### src/rtl/imem_loader_pkg.sv
// imem_loader_pkg: shared types and constants for the instruction memory loader.
// Used by imem_loader and word_packer.
package imem_loader_pkg;

  typedef enum logic [2:0] {
    IDLE,
    LEN_HI,
    LEN_LO,
    DATA,
    CHK,
    DONE,
    ERR
  } loader_state_t;

  localparam int BYTES_PER_WORD = 4;

endpackage

### src/rtl/imem_loader_word_packer.sv
// word_packer: shifts stream bytes into a big-endian 32-bit word.
// word/word_ready are valid in the cycle the final byte is accepted.
module word_packer
  import imem_loader_pkg::*;
(
  input  logic        clk,
  input  logic        clr_n,
  input  logic        clear,
  input  logic        shift,
  input  logic [7:0]  byte_data,
  output logic [31:0] word,
  output logic        word_ready
);

  localparam logic [1:0] LAST_IDX = 2'(BYTES_PER_WORD - 1);

  logic [23:0] sh;
  logic [1:0]  idx;

  assign word       = {sh, byte_data};
  assign word_ready = shift && (idx == LAST_IDX);

  always_ff @(posedge clk or negedge clr_n) begin
    if (!clr_n) begin
      sh  <= '0;
      idx <= '0;
    end else if (clear) begin
      sh  <= '0;
      idx <= '0;
    end else if (shift) begin
      sh  <= {sh[15:0], byte_data};
      idx <= idx + 2'd1;
    end
  end

endmodule

### src/rtl/imem_loader.sv
// imem_loader: packs a length-prefixed byte stream into instruction memory.
// Optional trailing XOR checksum byte: define IMEM_LOADER_CHECKSUM_EN.
module imem_loader
  import imem_loader_pkg::*;
#(
  parameter int ADDR_W = 8,
  parameter int CNT_W  = 16
) (
  input  logic              clk,
  input  logic              clr_n,
  input  logic              start,
  input  logic              byte_valid,
  input  logic [7:0]        byte_data,
  output logic              byte_ready,
  output logic              mem_wen,
  output logic [ADDR_W-1:0] mem_addr,
  output logic [31:0]       mem_data,
  output logic              cpu_clr,
  output logic              busy,
  output logic              done,
  output logic              error
);

  localparam logic [CNT_W:0] MAX_WORDS =
    {{CNT_W{1'b0}}, 1'b1} << ADDR_W;

`ifdef IMEM_LOADER_CHECKSUM_EN
  localparam loader_state_t END_ST = CHK;
`else
  localparam loader_state_t END_ST = DONE;
`endif

  loader_state_t     state;
  logic [7:0]        len_hi;
  logic [CNT_W-1:0]  count;
  logic [CNT_W-1:0]  word_cnt;
  logic [ADDR_W-1:0] addr_cnt;
  logic [CNT_W-1:0]  len;
  logic              hs;
  logic              go;
  logic              word_ready;
  logic [31:0]       word;

  assign byte_ready = (state == LEN_HI) || (state == LEN_LO) ||
                      (state == DATA)   || (state == CHK);
  assign busy    = byte_ready;
  assign done    = (state == DONE);
  assign error   = (state == ERR);
  // Drop the clear only while the image is known good.
  assign cpu_clr = (state != DONE) || start;
  assign hs      = byte_valid && byte_ready;
  assign go      = start && !busy;
  assign len     = CNT_W'({len_hi, byte_data});

  word_packer u_packer (
    .clk        (clk),
    .clr_n      (clr_n),
    .clear      (go),
    .shift      (hs && (state == DATA)),
    .byte_data  (byte_data),
    .word       (word),
    .word_ready (word_ready)
  );

`ifdef IMEM_LOADER_CHECKSUM_EN
  logic [7:0] csum;

  always_ff @(posedge clk or negedge clr_n) begin
    if (!clr_n) begin
      csum <= '0;
    end else if (go) begin
      csum <= '0;
    end else if (hs && (state != CHK)) begin
      csum <= csum ^ byte_data;
    end
  end
`endif

  always_ff @(posedge clk or negedge clr_n) begin
    if (!clr_n) begin
      state    <= IDLE;
      len_hi   <= '0;
      count    <= '0;
      word_cnt <= '0;
      addr_cnt <= '0;
      mem_wen  <= 1'b0;
      mem_addr <= '0;
      mem_data <= '0;
    end else begin
      mem_wen <= 1'b0;
      unique case (state)
        IDLE, DONE, ERR: begin
          if (start) begin
            state    <= LEN_HI;
            word_cnt <= '0;
            addr_cnt <= '0;
          end
        end
        LEN_HI: begin
          if (hs) begin
            len_hi <= byte_data;
            state  <= LEN_LO;
          end
        end
        LEN_LO: begin
          if (hs) begin
            count <= len;
            if (len == '0)
              state <= END_ST;
            else if ({1'b0, len} > MAX_WORDS)
              state <= ERR;
            else
              state <= DATA;
          end
        end
        DATA: begin
          if (word_ready) begin
            mem_wen  <= 1'b1;
            mem_addr <= addr_cnt;
            mem_data <= word;
            addr_cnt <= addr_cnt + 1'b1;
            word_cnt <= word_cnt + 1'b1;
            if (word_cnt + 1'b1 == count)
              state <= END_ST;
          end
        end
        CHK: begin
`ifdef IMEM_LOADER_CHECKSUM_EN
          if (hs)
            state <= (byte_data == csum) ? DONE : ERR;
`else
          state <= ERR;
`endif
        end
        default: state <= IDLE;
      endcase
    end
  end

endmodule

### config.mk
export PLATFORM = sky130hd
export DESIGN_NAME = imem_loader
export DESIGN_NICKNAME = d
export VERILOG_FILES = /design/src/rtl/imem_loader_pkg.sv /design/src/rtl/imem_loader_word_packer.sv /design/src/rtl/imem_loader.sv
export SDC_FILE = /design/constraint.sdc
export NUM_CORES = 1
export LEC_CHECK = 0
export CORE_ASPECT_RATIO = 1.75
export CORE_UTILIZATION = 61
export DETAILED_ROUTE_END_ITERATION = 12
export PLACE_DENSITY = 0.91
export SKIP_CTS_REPAIR_TIMING = 1
export SYNTH_ARGS = -nofsm -noshare
export SYNTH_HDL_FRONTEND = slang
export SYNTH_SLANG_ARGS = --single-unit
### constraint.sdc
create_clock -name clk -period 3.35 [get_ports clk]
set_input_delay 0.335 -clock clk [delete_from_list [all_inputs] [get_ports clk]]
set_output_delay 0.335 -clock clk [all_outputs]
set_load 0.03 [all_outputs]
After elaboration in Yosys (flattened, before gate mapping)
Cells that the tools add are included.
- flip-flop bits (word level): 118
- latch bits: 0
- memory bits (writable): 0
- ROM bits: 0
- bits of input ports: 12
- memories kept: 0
- $add $sub $neg: 3
- multipliers: 0
- div/mod/pow operators: 0
- magnitude comparators: 1
- equal/unequal tests: 14
- shifts and indexed selects: 0
- multiplexer cells: 20
- bitwise operators: 0
- reductions and logical operators: 19
- operators by type and width (cell ; number):
    $mux W24 ; 2
    $mux W16 ; 2
    $pmux W16 S2 ; 1
    $mux W3 ; 7
    $add A16 B1 Y16 const B ; 1
    $eq A16 B16 Y1 ; 1
    $gt A16 B9 Y1 const B ; 1
    $logic_not A16 Y1 ; 1
    $mux W8 ; 2
    $pmux W8 S2 ; 1
    $pmux W3 S5 ; 1
    $eq A3 B3 Y1 const B ; 3
    $add A8 B1 Y8 const B ; 1
    $eq A3 B2 Y1 const B ; 2
    $ne A2 B2 Y1 const B ; 3
    $reduce_and A2 Y1 ; 3
    $reduce_and A5 Y1 ; 1
    $logic_and A1 B1 Y1 ; 4
    $logic_or A1 B1 Y1 ; 4
    $mux W2 ; 2
    $ne A2 B1 Y1 const B ; 2
    $reduce_bool A2 Y1 ; 2
    $eq A3 B1 Y1 const B ; 1
    $logic_not A3 Y1 ; 1
    7 further kinds ; 8

Logic depth before layout (Yosys ltp)
Gate-level depths: netlist of run 1.
- depth in word-level cells: 9
- gate-level depth with buffers: 9

By module
Synthesis of run 1 repeated with hierarchy kept, for this count alone.
- cells, all modules: 567
- area, all modules: 5665.4 µm²
- modules (own cells, without submodules) (module ; times used ; cells each ; area an instance (µm²) ; seq. area each (µm²)):
    imem_loader ; 1 ; 473 ; 4511.8 ; 2302.2
    word_packer ; 1 ; 94 ; 1153.6 ; 650.6

Least setup slack after synthesis of run 1
No wires, ideal clock.
- path kind: register -> register
- from: register state[1]
- to: register u_packer.sh[10]
- library setup time: 0.078 ns
- arrival time: 1.962 ns
- data required time: 3.272 ns
- slack: 1.310 ns
- stages on the path, launching flop included: 7
- buffers on the path: 2
- path through: dfrtp_1 -> clkbuf_1 -> nor2_1 -> xnor2_1 -> nor2_1 -> clkbuf_1 -> a21oi_1
- longest elaborated chain between the ends: 7
- elaborated cells between the ends (all ways): 13
- those cells by class: eq/ne (4); mux (1); reduce/logical (8)
- ends and longest elaborated chain (what ; RTL line ; RTL):
    start, declared ; imem_loader.sv:33 ; loader_state_t state;
    start signal, assigned ; imem_loader.sv:81 ; state <= IDLE;
    start signal, assigned ; imem_loader.sv:94 ; state <= LEN_HI;
    start signal, assigned ; imem_loader.sv:102 ; state <= LEN_LO;
    $eq A3 B1 Y1 / $eq A3 B2 Y1 (equally long branches) ; imem_loader.sv:44 ; assign byte_ready = (state == LEN_HI) || (state == LEN_LO) ||
    $logic_or A1 B1 Y1 (2 in a row) ; imem_loader.sv:44 ;
    $logic_or A1 B1 Y1 (*) ; imem_loader.sv:45 ; (state == DATA) || (state == CHK);
    named net busy ; imem_loader.sv:19 ; output logic busy,
    $logic_not A1 Y1 / $logic_and A1 B1 Y1 (equally long branches) ; imem_loader.sv:52, imem_loader.sv:51 ;
    $logic_and A1 B1 Y1, on equally long branches ; imem_loader.sv:52, imem_loader.sv:59 ;
    $mux W24 / $reduce_bool A2 Y1 (equally long branches) ; n/a ;
    end signal, assigned ; imem_loader_word_packer.sv:31 ; sh <= {sh[15:0], byte_data};
    end, declared ; imem_loader_word_packer.sv:17 ; logic [23:0] sh;
The timed path passes the listed nets; every way through them passes the cells marked *.
A chain may end at the register's enable or synchronous reset.

Worst setup path after layout of run 1
- from: register state[1]
- to: output port cpu_clr
- longest elaborated chain between the ends: 2
- ends and longest elaborated chain (what ; RTL line ; RTL):
    $ne A3 B3 Y1 ; imem_loader.sv:50 ; assign cpu_clr = (state != DONE) || start;
    $logic_or A1 B1 Y1 ; imem_loader.sv:50 ;
    end, declared ; imem_loader.sv:18 ; output logic cpu_clr,
No other way between the ends.

==> impl_metrics.csv, run 1 <==
group,metric,value,unit
route,drt_iter0_markers,592,
yosys,syn_avg_cell_area,9.28,um^2
pwr,powerDensity,935,nW/um^2
timing,finalCritPeriodShare,0.817,
grt,grt_pass1_vias,5003,
floorplanning,die_area,9500,um^2
yosys,synth_nets,613,
clock_tree,clk_pin_slew_worst_paths,0.06,ns
grt,track_usage,0.364,
yosys,synth-seq-cells,118,
worst_setup_path,worst_ep_arrival_time,2.40,ns
layout,drive_above_1_share,0.115,
timing,worst_pin_slew,0.956,ns
worst_setup_path,critPathMaxFanout,14,
worst_setup_path,cp-start-kind,"register",
layout,final_cells,778,
layout,fillers,490,
route,firstDrtPassIters,7,
yosys,syn_inst,598,
grt,antenna_found_initial,0,
status,status,"complete, no violations",
layout,fin_util,0.781,
yosys,synth_edf_count,0,
grt,grt_max_degree,75,
timing,finalHoldViolCount,0,
timing,period_needed,2.74,ns
worst_setup_path,reg2reg_slack,0.76,ns
timing,setup_ws,0.614,ns
place,gp_congestion,0.922,
clock_tree,cts_buffers,17,
grt,grt_pass1_wl,25400,um
yosys,synth_top_flop_cell,"dfrtp_1",
timing,finalSetupTns,0,ns
place,dp_cells,747,
floorplanning,initial_core_util,0.636,
min_path,hp-class,"input pin to asynchronous set/reset pin",
floorplanning,io_pins,58,
timing,maxSlewHeadroom,0.362,
run,cap_violations,0,
yosys,async_flop_share,1.00,
route,ant_nets,0,
timing,finalSetupViolations,0,
worst_setup_path,r2r-end,"u_packer.sh[16]",
timing,max_freq,365,MHz
clock_tree,cts-root-buf,"clkbuf_16",
clock_tree,cts_tree,"built",
floorplanning,rows,45,
floorplanning,die_w,74.1,um
route,postRouteWirelength,15600,um
layout,nets,664,
place,place_ws,0.869,ns
yosys,seq_area_frac_synth,0.532,
worst_setup_path,worstSetupEndpointType,"primary output",
clock_tree,clock_latency,0.42,ns
layout,area_growth,22.7,%
worst_setup_path,reg2reg_from,"state[0]",
route,vias,4886,
timing,rsz0062_at_grt,"false",
worst_setup_path,crit_required,3.01,ns
timing,clock_skew,0.00747,ns
yosys,syn_area,5550,um^2
floorplanning,dieHeight,128,um
pwr,cellLeakagePower,0.00316,uW
layout,n_antenna_cell,0,
pwr,vdd_drop_max,0.690,mV
clock_tree,clockBufferDepth,2,
yosys,synthDistinctLibCells,51,
place,dp_hpwl,9400,um
route,routed_via_density,6.28,
worst_setup_path,rr_worst_depth,5,
route,drc,0,
clock_tree,clock_sinks,118,
route,wl_per_cell,20.0,um
grt,grt.overflow.total,0,
worst_setup_path,crit_path_start,"state[1]",
pwr,power.total,6370,uW
worst_setup_path,path_class,"register to primary output",
yosys,ys_warn_count,0,
floorplanning,coreArea,8730,um^2
place,portBuffers,57,
clock_tree,htree_levels,4,
timing,slew_violations,0,
metrics by stage:
step / hold slack (ns) / instance area (um^2)
final: 0.0630 / 6810
after floorplan: 0.0394 / 5550
after global routing: 0.136 / 6810
after global placement: 0.450 / 6170
after detailed placement: 0.452 / 6170
after CTS: 0.0885 / 6810
how the worst max path moves through the flow:
| stage | to | cells after the start |
|---|---|---|
| floorplan | u_packer.sh[10] | 6 |
| global placement | addr_cnt[7] | 8 |
| detailed placement | addr_cnt[6] | 7 |
| CTS | cpu_clr | 4 |
| global route | cpu_clr | 4 |
| finish | cpu_clr | 4 |
sequential cells by signal, indices dropped and copies added (netlist names):
register      cells
mem_data         32
u_packer.sh      24
count            16
word_cnt         16
addr_cnt          8
len_hi            8
mem_addr          8
state             3
u_packer.idx      2
mem_wen           1
kinds of logic (layout without fill, tap and decap cells):
group,count (synthesis),count (layout),share of synthesized area
simple gates,280,280,0.226
flops,118,118,0.532
mux,26,26,0.0523
compound gates,103,103,0.108
xor+xnor,26,26,0.0410
buf+inv,42,105,0.0338
fa+ha+maj,3,3,0.00676
cells in the final DEF, fill, tap and decap left out, types with 3 or more instances in the layout:
cell type and n:
a31oi_1 5, buf_4 10, clkbuf_16 17, clkbuf_8 7, o21a_1 3, inv_1 7
bufinv_16 3, a21oi_1 42, o31ai_1 7, o21ai_0 30, nor3_1 8, dfrtp_1 118
xor2_1 11, o41ai_1 4, mux2_2 24, clkdlybuf4s50_1 56, a211oi_1 4, nor2_1 27
nand2_1 196, nor4_1 6, xnor2_1 15, nand4_1 8, and3_1 5, ha_1 3
or3_1 3, nand3_1 7, nor3_2 3
metal layers:
metal	up-vias	track usage	share of wire
met5	-	0	0
met4	0	0.206	0.061
met3	88	0.0943	0.070
met2	310	0.587	0.52
met1	2354	0.435	0.35
li1	2134	-	-
cell type report:
cell class | instances | area [um^2] | area share
clock inverters | 7 | 115 | 0.0169
well taps | 117 | 146 | 0.0215
inverters | 8 | 30.0 | 0.00441
repair buffers | 66 | 636 | 0.0933
flip-flops and latches | 118 | 2950 | 0.434
multi-input cells | 438 | 2410 | 0.354
clock buffers | 24 | 522 | 0.0766
synthesized netlist by cell type (2+ instances only):
cell | number | area, um^2
nand2_1 | 196 | 736
dfrtp_1 | 118 | 2950
a21oi_1 | 42 | 210
o21ai_0 | 30 | 150
nor2_1 | 27 | 101
mux2_2 | 24 | 270
clkbuf_1 | 19 | 71.3
xnor2_1 | 15 | 131
xor2_1 | 11 | 96.3
buf_2 | 9 | 45.0
nand4_1 | 8 | 50.1
nor3_1 | 8 | 40.0
inv_1 | 7 | 26.3
nand3_1 | 7 | 35.0
o31ai_1 | 7 | 52.6
nor4_1 | 6 | 37.5
a31oi_1 | 5 | 31.3
and3_1 | 5 | 31.3
buf_4 | 5 | 37.5
a211oi_1 | 4 | 30.0
o41ai_1 | 4 | 35.0
ha_1 | 3 | 37.5
nor3_2 | 3 | 30.0
o21a_1 | 3 | 22.5
or3_1 | 3 | 18.8
mux2i_1 | 2 | 20.0
nor2b_1 | 2 | 12.5
o211ai_1 | 2 | 15.0
power by group:
group / leakage [uW] / internal, uW / switching, uW
Sequential: 0.00156 / 1910 / 469
Combinational: 0.00128 / 844 / 1210
Clock: 0.000310 / 1300 / 638
Total: 0.00316 / 4060 / 2310
critical path, cell delays in order, from the launching register on:
cell	delay [ns]
dfrtp_1	0.66
inv_1	0.23
and3_1	0.29
nand2_1	0.12
clkdlybuf4s50_1	0.68
No activity file was read; power rests on OpenSTA's default activity.
==> inputs of run 2 (changes only) <==
--- a/config.mk
+++ b/config.mk
@@ -6,9 +6,9 @@
 export NUM_CORES = 1
 export LEC_CHECK = 0
 export CORE_ASPECT_RATIO = 1.75
-export CORE_UTILIZATION = 61
+export CORE_UTILIZATION = 51
 export DETAILED_ROUTE_END_ITERATION = 12
-export PLACE_DENSITY = 0.91
+export PLACE_DENSITY = 0.82
 export SKIP_CTS_REPAIR_TIMING = 1
 export SYNTH_ARGS = -nofsm -noshare
 export SYNTH_HDL_FRONTEND = slang
==> constraint.sdc (replaced) <==
create_clock -name clk -period 2.3 [get_ports clk]
set_input_delay 0.23 -clock clk [delete_from_list [all_inputs] [get_ports clk]]
set_output_delay 0.23 -clock clk [all_outputs]
set_load 0.03 [all_outputs]
==> impl_metrics.csv, run 2 (synthesis gave the netlist of run 1 again) <==
group,metric,value,unit
status,status,"complete, no violations",
route,routed_via_density,5.88,
grt,track_usage,0.279,
floorplanning,dieHeight,140,um
route,vias,4747,
layout,reg.largest.list,"mem_data (32), u_packer.sh (24)",
grt,antenna_found_initial,0,
layout,largest_register_ffs,32,
route,postRouteWirelength,14500,um
worst_setup_path,rr_worst_depth,6,
route,ant_nets,0,
layout,drive_above_1_share,0.139,
timing,slew_violations,0,
min_path,hp-class,"input pin to asynchronous set/reset pin",
clock_tree,cts_buffers,17,
floorplanning,initial_core_util,0.522,
timing,max_freq,451,MHz
timing,finalSetupViolations,0,
worst_setup_path,cp-start-kind,"register",
worst_setup_path,critPathMaxFanout,10,
worst_setup_path,critPathCapture,"done",
floorplanning,coreArea,10600,um^2
clock_tree,clk_pin_slew_worst_paths,0.06,ns
place,dp_hpwl,10000,um
worst_setup_path,path_class,"register to primary output",
floorplanning,io_pins,58,
route,drc,0,
worst_setup_path,r2r-end,"state[1]",
layout,n_antenna_cell,0,
place,place_ws,0.124,ns
grt,grt_pass1_wl,23500,um
layout,final_common_cell,"nand2_1",
place,gp_congestion,0.892,
clock_tree,clock_latency,0.43,ns
pwr,vdd_drop_max,0.847,mV
pwr,powerDensity,1280,nW/um^2
layout,top_register,"mem_data",
layout,seq_area,2950,um^2
timing,finalHoldViolCount,0,
worst_setup_path,crit_required,2.07,ns
grt,grt.overflow.total,0,
grt,grt_pass1_vias,4783,
clock_tree,cts-root-buf,"clkbuf_16",
timing,finalSetupTns,0,ns
timing,clock_skew,0.00869,ns
timing,rsz0062_at_grt,"false",
grt,grt_max_degree,55,
worst_setup_path,reg2reg_slack,0.16,ns
pwr,cellLeakagePower,0.00318,uW
route,firstDrtPassIters,5,
timing,worst_pin_slew,0.712,ns
clock_tree,clock_sinks,118,
clock_tree,cts_tree,"built",
route,wl_per_cell,18.0,um
layout,fillers,819,
timing,finalCritPeriodShare,0.964,
layout,multi_input_area,2420,um^2
timing,setup_ws,0.0818,ns
worst_setup_path,worst_ep_arrival_time,1.99,ns
layout,final_cell_mix,"196 x nand2_1, 117 x dfrtp_1, 53 x clkdlybuf4s50_1",
floorplanning,die_area,11300,um^2
floorplanning,rows,50,
layout,nets,680,
run,cap_violations,0,
place,portBuffers,57,
worst_setup_path,crit_path_start,"state[1]",
worst_setup_path,worstSetupEndpointType,"primary output",
clock_tree,clockBufferDepth,2,
worst_setup_path,reg2reg_from,"word_cnt[4]",
clock_tree,htree_levels,4,
layout,area_growth,24.0,%
route,drt_iter0_markers,391,
floorplanning,die_w,80.9,um
timing,maxSlewHeadroom,0.525,
timing,period_needed,2.22,ns
run 2: cell types whose count changed in the layout (fill, tap and decap cells not counted), sizes merged:
cell           change
clkinv             +3
dlymetal6s2s       +3
inv                +3
bufinv             -3
dlygate4sd3        +1
clkdlybuf4s50      -3
buf               +15
clkbuf             -6
clkinvlp           +3
run 2: worst min path at each step:
stage	startpoint	end	depth (start not counted)
final	clr_n	mem_addr[7]	2
after global placement	clr_n	mem_addr[1]	1
after floorplan	clr_n	addr_cnt[0]	0
after CTS	clr_n	mem_addr[7]	1
after global routing	clr_n	mem_addr[7]	2
after detailed placement	clr_n	mem_addr[7]	1
run 2: per-stage QoR:
step,total power [uW],hold WS (ns),utilization,cell area [um^2],cells
2_1_floorplan,5180,-0.0656,-,5550,598
3_3_place_gp,6240,0.318,0.594,6320,775
3_5_place_dp,6360,0.320,0.594,6320,775
4_1_cts,8810,-0.127,0.645,6860,806
5_1_grt,9220,0.465,0.647,6880,807
6_report,8810,0.387,0.647,6880,807
run 2: final cells by class:
type                            instances  share of cell area
Inverter                                8             0.00436
Timing Repair Buffer                   82               0.113
Tap cell                              130              0.0236
Sequential cell                       118               0.429
Clock buffer                           18              0.0638
Clock inverter                         13              0.0145
Multi-Input combinational cell        438               0.351
run 2: power breakdown:
part	leakage (uW)	switching [uW]	internal [uW]	total, uW
Combinational	0.00137	1730	1280	3010
Clock	0.000251	993	1400	2390
Sequential	0.00156	616	2780	3400
Total	0.00318	3340	5460	8810
run 2: critical path, stage by stage (launching register included):
cell,delay (ns)
dfrtp_2,0.48
inv_1,0.16
and3_1,0.24
clkdlybuf4s50_1,0.69
run 2: metal layers:
metal | wire length, um | part of all wire | track usage | up-vias
li1 | - | - | - | 2164
met1 | 5280 | 0.36 | 0.301 | 2333
met2 | 7660 | 0.53 | 0.474 | 178
met3 | 658 | 0.045 | 0.0612 | 72
met4 | 896 | 0.062 | 0.185 | 0
met5 | 0 | 0 | 0 | -
